File: config.mk
export PLATFORM = sky130hd
export DESIGN_NAME = ladder_seq_ctrl
export DESIGN_NICKNAME = d
export VERILOG_FILES = /design/src/rtl/ladder_seq_ctrl.sv
export SDC_FILE = /design/constraint.sdc
export NUM_CORES = 1
export LEC_CHECK = 0
export ABC_AREA = 1
export CORE_MARGIN = 2
export CORE_UTILIZATION = 38
export CTS_BUF_LIST = sky130_fd_sc_hd__clkbuf_8
export DETAILED_ROUTE_END_ITERATION = 8
export GPL_ROUTABILITY_DRIVEN = 1
export GPL_TIMING_DRIVEN = 0
export PLACE_DENSITY = 0.77
export RECOVER_POWER = 25
export SETUP_SLACK_MARGIN = 0.2
export SYNTH_ARGS = -nofsm -noshare
export SYNTH_HDL_FRONTEND = slang
export SYNTH_SLANG_ARGS = --single-unit
File: constraint.sdc
create_clock -name clk_i -period 3.4 [get_ports clk_i]
set_clock_uncertainty 0.15 [all_clocks]
set_input_delay 0.68 -clock clk_i [delete_from_list [all_inputs] [get_ports clk_i]]
set_output_delay 0.68 -clock clk_i [all_outputs]
set_load 0.01 [all_outputs]
File: src/rtl/ladder_seq_ctrl.sv
// ---------------------------------------------------------------------------
// ladder_seq_ctrl
//
// Sequencing controller for the fault-tolerant scalar key scanner of the ECC
// point-multiplication core. It loads and judges the scalar, then locates the
// leading one. It walks the remaining key bits one Montgomery-ladder step at a
// time and hands each bit to the ladder datapath over a req/done handshake.
// When the fault-retry build is enabled, it also checkpoints the scanner after
// every good step and rewinds it to retry a faulted bit.
//
// Build option:
//   LADDER_FAULT_RETRY_EN  defined   -> snapshot/commit/restore and retry
//                                       counting are present.
//                          undefined -> FIND_W and good steps go straight to
//                                       TEST. step_fault_i is ignored, and
//                                       err_o and kscan_op_o are tied low.
//
// Parameters:
//   N          scalar width (must match the scanner, N <= 255)
//   MAX_RETRY  consecutive restores allowed for one bit before error
//
// Ports:
//   clk_i, rst_i              clock, synchronous active-high reset
//   start_i                   begin a multiplication (sampled in IDLE only)
//   kscan_ki_i                scanned key bit from the scanner
//   kscan_first_found_i       leading one located (sticky until reload)
//   kscan_cnt_i[7:0]          scanner shift count
//   kscan_state_i[1:0]        judge result: 00 normal, 01 key==0, 11 key==1
//   kscan_load_o/check_o/find_en_o/scan_en_o   one-cycle scanner commands
//   kscan_op_o[1:0]           backup op: 01 snapshot, 10 commit, 11 restore
//   step_req_o, step_bit_o    ladder step request and its key bit
//   step_done_i, step_fault_i step completion and fault flag
//   busy_o, done_o, err_o     status; err_o is sticky until the next start
//   result_special_o[1:0]     latched judge result, valid with done_o
// ---------------------------------------------------------------------------
module ladder_seq_ctrl #(
  parameter int N         = 233,
  parameter int MAX_RETRY = 3
) (
  input  logic       clk_i,
  input  logic       rst_i,
  input  logic       start_i,
  input  logic       kscan_ki_i,
  input  logic       kscan_first_found_i,
  input  logic [7:0] kscan_cnt_i,
  input  logic [1:0] kscan_state_i,
  output logic       kscan_load_o,
  output logic       kscan_check_o,
  output logic       kscan_find_en_o,
  output logic       kscan_scan_en_o,
  output logic [1:0] kscan_op_o,
  output logic       step_req_o,
  output logic       step_bit_o,
  input  logic       step_done_i,
  input  logic       step_fault_i,
  output logic       busy_o,
  output logic       done_o,
  output logic       err_o,
  output logic [1:0] result_special_o
);

  typedef enum logic [3:0] {
    ST_IDLE, ST_LOAD, ST_CHECK, ST_JUDGE_W, ST_FIND, ST_FIND_W, ST_SNAP,
    ST_COMMIT, ST_TEST, ST_SCAN, ST_SCAN_W, ST_STEP, ST_RESTORE, ST_DONE,
    ST_ERROR
  } state_e;

  // Unsigned 8-bit end-of-key compare against the scanner count.
  localparam logic [7:0] CNT_END = 8'(N);

  state_e     state_q, state_d;
  logic       wait_q, wait_d;          // second cycle of a 2-cycle wait state
  logic       step_bit_q, step_bit_d;
  logic [1:0] special_q, special_d;

`ifdef LADDER_FAULT_RETRY_EN
  localparam int RW = (MAX_RETRY < 1) ? 1 : $clog2(MAX_RETRY + 1);
  logic [RW-1:0] retry_q, retry_d;
  logic          err_q, err_d;
`else
  localparam int unused_max_retry = MAX_RETRY;
  logic unused_step_fault;
  assign unused_step_fault = step_fault_i;
`endif

  // NOTE: sequential state uses non-blocking assignments so every register
  // samples the pre-edge value of every other register.
  always_ff @(posedge clk_i) begin
    if (rst_i) begin
      state_q    <= ST_IDLE;
      wait_q     <= 1'b0;
      step_bit_q <= 1'b0;
      special_q  <= 2'b00;
`ifdef LADDER_FAULT_RETRY_EN
      retry_q    <= '0;
      err_q      <= 1'b0;
`endif
    end else begin
      state_q    <= state_d;
      wait_q     <= wait_d;
      step_bit_q <= step_bit_d;
      special_q  <= special_d;
`ifdef LADDER_FAULT_RETRY_EN
      retry_q    <= retry_d;
      err_q      <= err_d;
`endif
    end
  end

  // NOTE: every signal written here gets a default first, so no path through
  // the case statement can leave one unassigned and infer a latch.
  always_comb begin
    state_d    = state_q;
    wait_d     = 1'b0;
    step_bit_d = step_bit_q;
    special_d  = special_q;
`ifdef LADDER_FAULT_RETRY_EN
    retry_d    = retry_q;
    err_d      = err_q;
`endif
    case (state_q)
      ST_IDLE: begin
        if (start_i) begin
          state_d = ST_LOAD;
`ifdef LADDER_FAULT_RETRY_EN
          retry_d = '0;
          err_d   = 1'b0;
`endif
        end
      end
      ST_LOAD:  state_d = ST_CHECK;
      ST_CHECK: state_d = ST_JUDGE_W;
      ST_JUDGE_W: begin
        if (!wait_q) begin
          wait_d = 1'b1;
        end else begin
          special_d = kscan_state_i;
          // A special key (0 or 1) needs no ladder steps at all.
          state_d   = (kscan_state_i != 2'b00) ? ST_DONE : ST_FIND;
        end
      end
      ST_FIND: state_d = ST_FIND_W;
      ST_FIND_W: begin
        // The leading one itself is consumed without a ladder step.
        if (kscan_first_found_i) begin
`ifdef LADDER_FAULT_RETRY_EN
          state_d = ST_SNAP;
`else
          state_d = ST_TEST;
`endif
        end
      end
`ifdef LADDER_FAULT_RETRY_EN
      ST_SNAP:    state_d = ST_COMMIT;
      ST_COMMIT:  state_d = ST_TEST;
      ST_RESTORE: state_d = ST_SCAN;  // rewound scanner rescans the same bit
`endif
      ST_TEST: state_d = (kscan_cnt_i == CNT_END) ? ST_DONE : ST_SCAN;
      ST_SCAN: state_d = ST_SCAN_W;
      ST_SCAN_W: begin
        if (!wait_q) begin
          wait_d = 1'b1;
        end else begin
          step_bit_d = kscan_ki_i;
          state_d    = ST_STEP;
        end
      end
      ST_STEP: begin
        if (step_done_i) begin
`ifdef LADDER_FAULT_RETRY_EN
          if (!step_fault_i) begin
            retry_d = '0;
            state_d = ST_SNAP;
          end else if (retry_q < RW'(MAX_RETRY)) begin
            retry_d = retry_q + 1'b1;
            state_d = ST_RESTORE;
          end else begin
            err_d   = 1'b1;
            state_d = ST_ERROR;
          end
`else
          state_d = ST_TEST;
`endif
        end
      end
      ST_DONE:  state_d = ST_IDLE;
      ST_ERROR: state_d = ST_IDLE;
      default:  state_d = ST_IDLE;
    endcase
  end

  // Scanner commands are decoded from the state alone, so at most one of them
  // is active in any cycle.
  always_comb begin
    kscan_load_o    = 1'b0;
    kscan_check_o   = 1'b0;
    kscan_find_en_o = 1'b0;
    kscan_scan_en_o = 1'b0;
    kscan_op_o      = 2'b00;
    case (state_q)
      ST_LOAD:    kscan_load_o    = 1'b1;
      ST_CHECK:   kscan_check_o   = 1'b1;
      ST_FIND:    kscan_find_en_o = 1'b1;
      ST_SCAN:    kscan_scan_en_o = 1'b1;
`ifdef LADDER_FAULT_RETRY_EN
      ST_SNAP:    kscan_op_o      = 2'b01;
      ST_COMMIT:  kscan_op_o      = 2'b10;
      ST_RESTORE: kscan_op_o      = 2'b11;
`endif
      default: ;
    endcase
  end

  assign step_req_o       = (state_q == ST_STEP);
  assign step_bit_o       = step_bit_q;
  assign busy_o           = (state_q != ST_IDLE);
  assign done_o           = (state_q == ST_DONE);
  assign result_special_o = special_q;
`ifdef LADDER_FAULT_RETRY_EN
  assign err_o            = err_q;
`else
  assign err_o            = 1'b0;
`endif

endmodule

After elaboration in Yosys (flattened, before gate mapping)
Cells that the tools add are included.
- bits of input ports: 17
- register bits after elaboration: 8
- word-level logic and storage cells: 42
- output and inout bits: 13
- bitwise operators: 1
- reduce and logical (&&, ||, !) cells: 8
- mux-type cells: 13
- eq/ne operators: 16
- operators with widths (cell ; number):
    $pmux W4 S10 ; 1
    $mux W4 ; 6
    $eq A4 B4 Y1 const B ; 5
    $eq A4 B2 Y1 const B ; 2
    $eq A4 B3 Y1 const B ; 2
    $eq A8 B8 Y1 const B ; 1
    $ne A2 B2 Y1 const B ; 4
    $mux W1 ; 5
    $reduce_and A5 Y1 ; 1
    $eq A4 B1 Y1 const B ; 1
    $logic_not A4 Y1 ; 1
    $reduce_and A2 Y1 ; 2
    $reduce_bool A4 Y1 ; 1
    $reduce_or A2 Y1 ; 2
    $mux W3 ; 1
    $ne A2 B1 Y1 const B ; 1
    $reduce_bool A2 Y1 ; 1
    $not A1 Y1 ; 1

Depth between registers and ports, before layout
- depth after elaboration: 4
- gate-level depth with buffers: 9
- depth with buffers taken out: 9

Least setup slack after synthesis
Ideal clock, no wire load.
- path type: register to output
- start: reg state_q[0]
- end: out done_o
- path slack: 1.627 ns
- data required time: 2.570 ns
- stages on the path, launching flop included: 5
- arrival: 0.943 ns
- path buffers: 0
- cell sequence: dfxtp_1 inv_1 nor2_1 inv_1 nor3_1
- longest elaborated chain between the ends: 1
- ends and longest elaborated chain (element ; line ; source):
    from (decl) ; 71 ; state_e state_q, state_d;
    from (signal assigned) ; 99 ; state_q <= state_d;
    $eq A4 B4 Y1 ; 217 ; assign done_o = (state_q == ST_DONE);
    to (decl) ; 57 ; output logic done_o,
Every way passes these cells.

Worst setup path in the final report
Ends and elaborated chain as after synthesis.

==> metrics.txt <==
# TYPE chip_impl_metric gauge
chip_impl_metric{name="dieArea",unit="sq um"} 1890
chip_impl_metric{name="met3_wirelength",unit="um"} 49
chip_impl_metric{name="flow.area_growth_from_synthesis",unit="%"} 53.9
chip_impl_metric{name="power.clock.fraction",unit=""} 0.200
chip_impl_metric{name="core_outline_area",unit="sq um"} 1490
chip_impl_metric{name="port-buffer-count",unit=""} 25
chip_impl_metric{name="comb_power_share",unit=""} 0.537
chip_impl_metric{name="total_leakage_power",unit="nW"} 0.428
chip_impl_metric{name="crit_path_max_fanout",unit=""} 5
chip_impl_metric{name="antenna_found_initial",unit=""} 0
chip_impl_metric{name="ctsResizeCount",unit=""} 0
chip_impl_metric{name="hold-worst-slack",unit="ns"} 0.293
chip_impl_metric{name="floorplan.die.height",unit="um"} 43.5
chip_impl_metric{name="timing.critical_path.required",unit="ns"} 2.57
chip_impl_metric{name="die_width",unit="um"} 43.5
chip_impl_metric{name="setup_total_negative_slack",unit="ns"} 0
chip_impl_metric{name="viasPerCell",unit=""} 4.52
chip_impl_metric{name="wl_per_cell",unit="um"} 9.41
chip_impl_metric{name="htree_levels",unit=""} 1
chip_impl_metric{name="initial_utilization",unit=""} 0.397
chip_impl_metric{name="grt-ovfl-total",unit=""} 0
chip_impl_metric{name="antenna_left",unit=""} 0
chip_impl_info{name="hold_start",value="step_bit_o"} 1
chip_impl_metric{name="wl",unit="mm"} 1.36
chip_impl_metric{name="numClockSinks",unit=""} 8
chip_impl_metric{name="syn_inst",unit=""} 98
chip_impl_info{name="rr_startpoint",value="state_q[0]"} 1
chip_impl_metric{name="peakVddDrop",unit="mV"} 0.397
chip_impl_info{name="hold_class",value="reg2reg"} 1
chip_impl_info{name="synth_area_leaders",value="sky130_fd_sc_hd__dfxtp_1 (27%), sky130_fd_sc_hd__nand2_1 (13%), sky130_fd_sc_hd__nor2_1 (11%), sky130_fd_sc_hd__inv_1 (8.2%), sky130_fd_sc_hd__nand3_1 (5.9%)"} 1
chip_impl_metric{name="detailed_place_hpwl",unit="mm"} 1.11
chip_impl_info{name="status",value="finished clean"} 1
chip_impl_metric{name="layout_min_cycle_time",unit="ns"} 2.56
chip_impl_metric{name="cts-hold-fix-buffers",unit=""} 0
chip_impl_info{name="rsz0062_at_grt",value="no"} 1
chip_impl_metric{name="ys_seq_elements",unit=""} 8
chip_impl_metric{name="min_path_cells",unit=""} 2
chip_impl_metric{name="dr_iter_0_viols",unit=""} 10
chip_impl_metric{name="setup-violations-final",unit=""} 0
chip_impl_metric{name="switching_component_of_the_power",unit="mW"} 0.225
chip_impl_metric{name="post-route-period-util",unit=""} 0.753
chip_impl_metric{name="number_of_inserted_filler_cells_in_the_final_layout",unit=""} 145
chip_impl_metric{name="power_switching_share",unit=""} 0.414
chip_impl_metric{name="ys_seq_area_frac",unit=""} 0.271
chip_impl_info{name="clk_root_buffer_cell",value="sky130_fd_sc_hd__clkbuf_8"} 1
chip_impl_metric{name="first_pass_iters",unit=""} 4
chip_impl_metric{name="post_synth.cell_area_avg",unit="sq um"} 6.04
chip_impl_metric{name="p_int",unit="mW"} 0.319
chip_impl_metric{name="post-synth-top-area-fraction",unit=""} 0.271
chip_impl_metric{name="timing.reg2reg.worst_path_depth",unit=""} 7
chip_impl_metric{name="detailroute.via_count",unit=""} 651
chip_impl_info{name="critical_path_type",value="reg2out"} 1
chip_impl_metric{name="layout-drive-gt1-share",unit=""} 0.180
chip_impl_metric{name="max_freq",unit="MHz"} 391
chip_impl_metric{name="n_antenna_cell",unit=""} 0
chip_impl_metric{name="p_per_area",unit="nW/um^2"} 597
chip_impl_metric{name="timing_hold_violations_final",unit=""} 0
chip_impl_metric{name="worstPathArrival",unit="ns"} 1.73
chip_impl_metric{name="yosysWarningCount",unit=""} 0
chip_impl_metric{name="area_of_the_multi_input_gates",unit="sq um"} 357
chip_impl_info{name="timing.critical_path.from",value="state_q[0]"} 1
chip_impl_metric{name="area.sequential",unit="sq um"} 160
chip_impl_info{name="tritoncts_clock_tree",value="done"} 1
chip_impl_metric{name="place_congestion",unit=""} 0.772
chip_impl_metric{name="grt_pass1_vias",unit=""} 613
chip_impl_metric{name="post_cts_buffers",unit=""} 0
chip_impl_info{name="critPathLaunchType",value="flip-flop"} 1
chip_impl_info{name="synthDominantAreaCellType",value="sky130_fd_sc_hd__dfxtp_1"} 1
chip_impl_metric{name="syn_area",unit="sq um"} 592
chip_impl_metric{name="sum_of_met2_wire_segment_lengths_after_detailed_routing",unit="um"} 655
chip_impl_metric{name="nets",unit=""} 147
chip_impl_info{name="top_signal_layer_used",value="met4"} 1
chip_impl_metric{name="floorplan.rows",unit=""} 14
chip_impl_metric{name="cts_inserted_buffers",unit=""} 3
chip_impl_metric{name="first_pass_grt_wire_length",unit="mm"} 2.38
chip_impl_metric{name="wl_met1",unit="um"} 640
chip_impl_metric{name="drc_errors",unit=""} 0
chip_impl_metric{name="maxSlewViolCount",unit=""} 0
chip_impl_metric{name="cts_buffer_depth",unit=""} 2
chip_impl_metric{name="global_route.usage.total",unit=""} 0.166
chip_impl_metric{name="timing.max_cap.violations",unit=""} 0
chip_impl_info{name="critical_path.endpoint_type",value="output pin"} 1
chip_impl_metric{name="grt_start_max_net_pins",unit=""} 8
chip_impl_metric{name="synth.distinct_cells",unit=""} 19
chip_impl_metric{name="top_level_port_count",unit=""} 30
chip_impl_metric{name="clk_latency",unit="ns"} 0.22
chip_impl_metric{name="seq_power_share",unit=""} 0.264
chip_impl_metric{name="clock_edge_transition_at_the_registers_on_the_reported_setup_and_hold_paths",unit="ns"} 0.04
## metal layers
metal / up-vias / GRT usage
met4: 0 / 0.0788
met3: 2 / 0.0292
met2: 12 / 0.290
met1: 282 / 0.194
li1: 355 / -
met5: - / 0
## cell families (layout without fill, tap and decap cells)
group,Yosys count,after routing,synth area share
AND/OR/NAND/NOR,62,62,0.509
buffers and inverters,19,47,0.140
AO/OA/AOI/OAI,8,8,0.0740
flip-flops,8,8,0.271
other,1,3,0.00634
## area by class of cell
type / instances / area share
plain buffers: 3 / 0.0247
inverters: 16 / 0.0659
well taps: 16 / 0.0220
multi-input cells: 73 / 0.391
flip-flops and latches: 8 / 0.176
repair buffers: 25 / 0.275
clock buffers: 3 / 0.0453
## final timing paths
path / slack (ns) / to
setup / recovery: 0.84 / done_o
hold / removal: 0.29 / step_bit_o
setup reg to reg: 1.95 / state_q[0]
hold reg to reg: 0.29 / step_bit_o
## cell usage in the layout (no fill, tap or decap), types with 4 or more instances in the layout
cell type and count:
sky130_fd_sc_hd__clkdlybuf4s50_1 22, sky130_fd_sc_hd__nand2_1 21, sky130_fd_sc_hd__nor2_1 17, sky130_fd_sc_hd__inv_1 13
sky130_fd_sc_hd__dfxtp_1 8, sky130_fd_sc_hd__nand3_1 7, sky130_fd_sc_hd__nand2_2 5, sky130_fd_sc_hd__a21oi_1 5
sky130_fd_sc_hd__nor2_2 4
## flip-flops by register name, indices dropped and copies added (netlist names)
name and count:
step_bit_o 1, wait_q 1, state_q 4, result_special_o 2
## synthesized netlist by cell type
cell type	n
sky130_fd_sc_hd__nand2_1	21
sky130_fd_sc_hd__nor2_1	17
sky130_fd_sc_hd__inv_1	13
sky130_fd_sc_hd__dfxtp_1	8
sky130_fd_sc_hd__nand3_1	7
sky130_fd_sc_hd__a21oi_1	5
sky130_fd_sc_hd__nand2_2	5
sky130_fd_sc_hd__nor2_2	4
sky130_fd_sc_hd__buf_4	3
sky130_fd_sc_hd__inv_2	3
sky130_fd_sc_hd__nand4_1	2
sky130_fd_sc_hd__nor2_4	2
sky130_fd_sc_hd__o21ai_0	2
sky130_fd_sc_hd__and2_4	1
sky130_fd_sc_hd__conb_1	1
sky130_fd_sc_hd__nand2_4	1
sky130_fd_sc_hd__nand3b_1	1
sky130_fd_sc_hd__nor3_1	1
sky130_fd_sc_hd__o21ai_2	1
## stage by stage
stage	total power, mW	util	setup WS (ns)	cells	cell area (sq um)
6_report	0.544	0.612	0.841	144	911
2_1_floorplan	0.343	-	1.63	100	599
3_3_place_gp	0.433	0.584	1.13	141	870
3_5_place_dp	0.437	0.584	1.11	141	870
4_1_cts	0.550	0.612	0.864	144	911
5_1_grt	0.592	0.612	0.720	144	911
## worst max-delay path: stages, from the launching register on
cell,delay [ns]
sky130_fd_sc_hd__dfxtp_1,0.41
sky130_fd_sc_hd__inv_1,0.12
sky130_fd_sc_hd__nor2_1,0.18
sky130_fd_sc_hd__inv_1,0.09
sky130_fd_sc_hd__nor3_1,0.15
sky130_fd_sc_hd__clkdlybuf4s50_1,0.56
## power groups by stage
stage | Sequential, mW | Combinational (mW) | Clock [mW]
after global placement | 0.143 | 0.290 | 0
after detailed placement | 0.144 | 0.293 | 0
after CTS | 0.143 | 0.295 | 0.112
after global routing | 0.147 | 0.329 | 0.116
final | 0.144 | 0.292 | 0.109
after floorplan | 0.137 | 0.206 | 0
(Power assumes the default switching activity.)
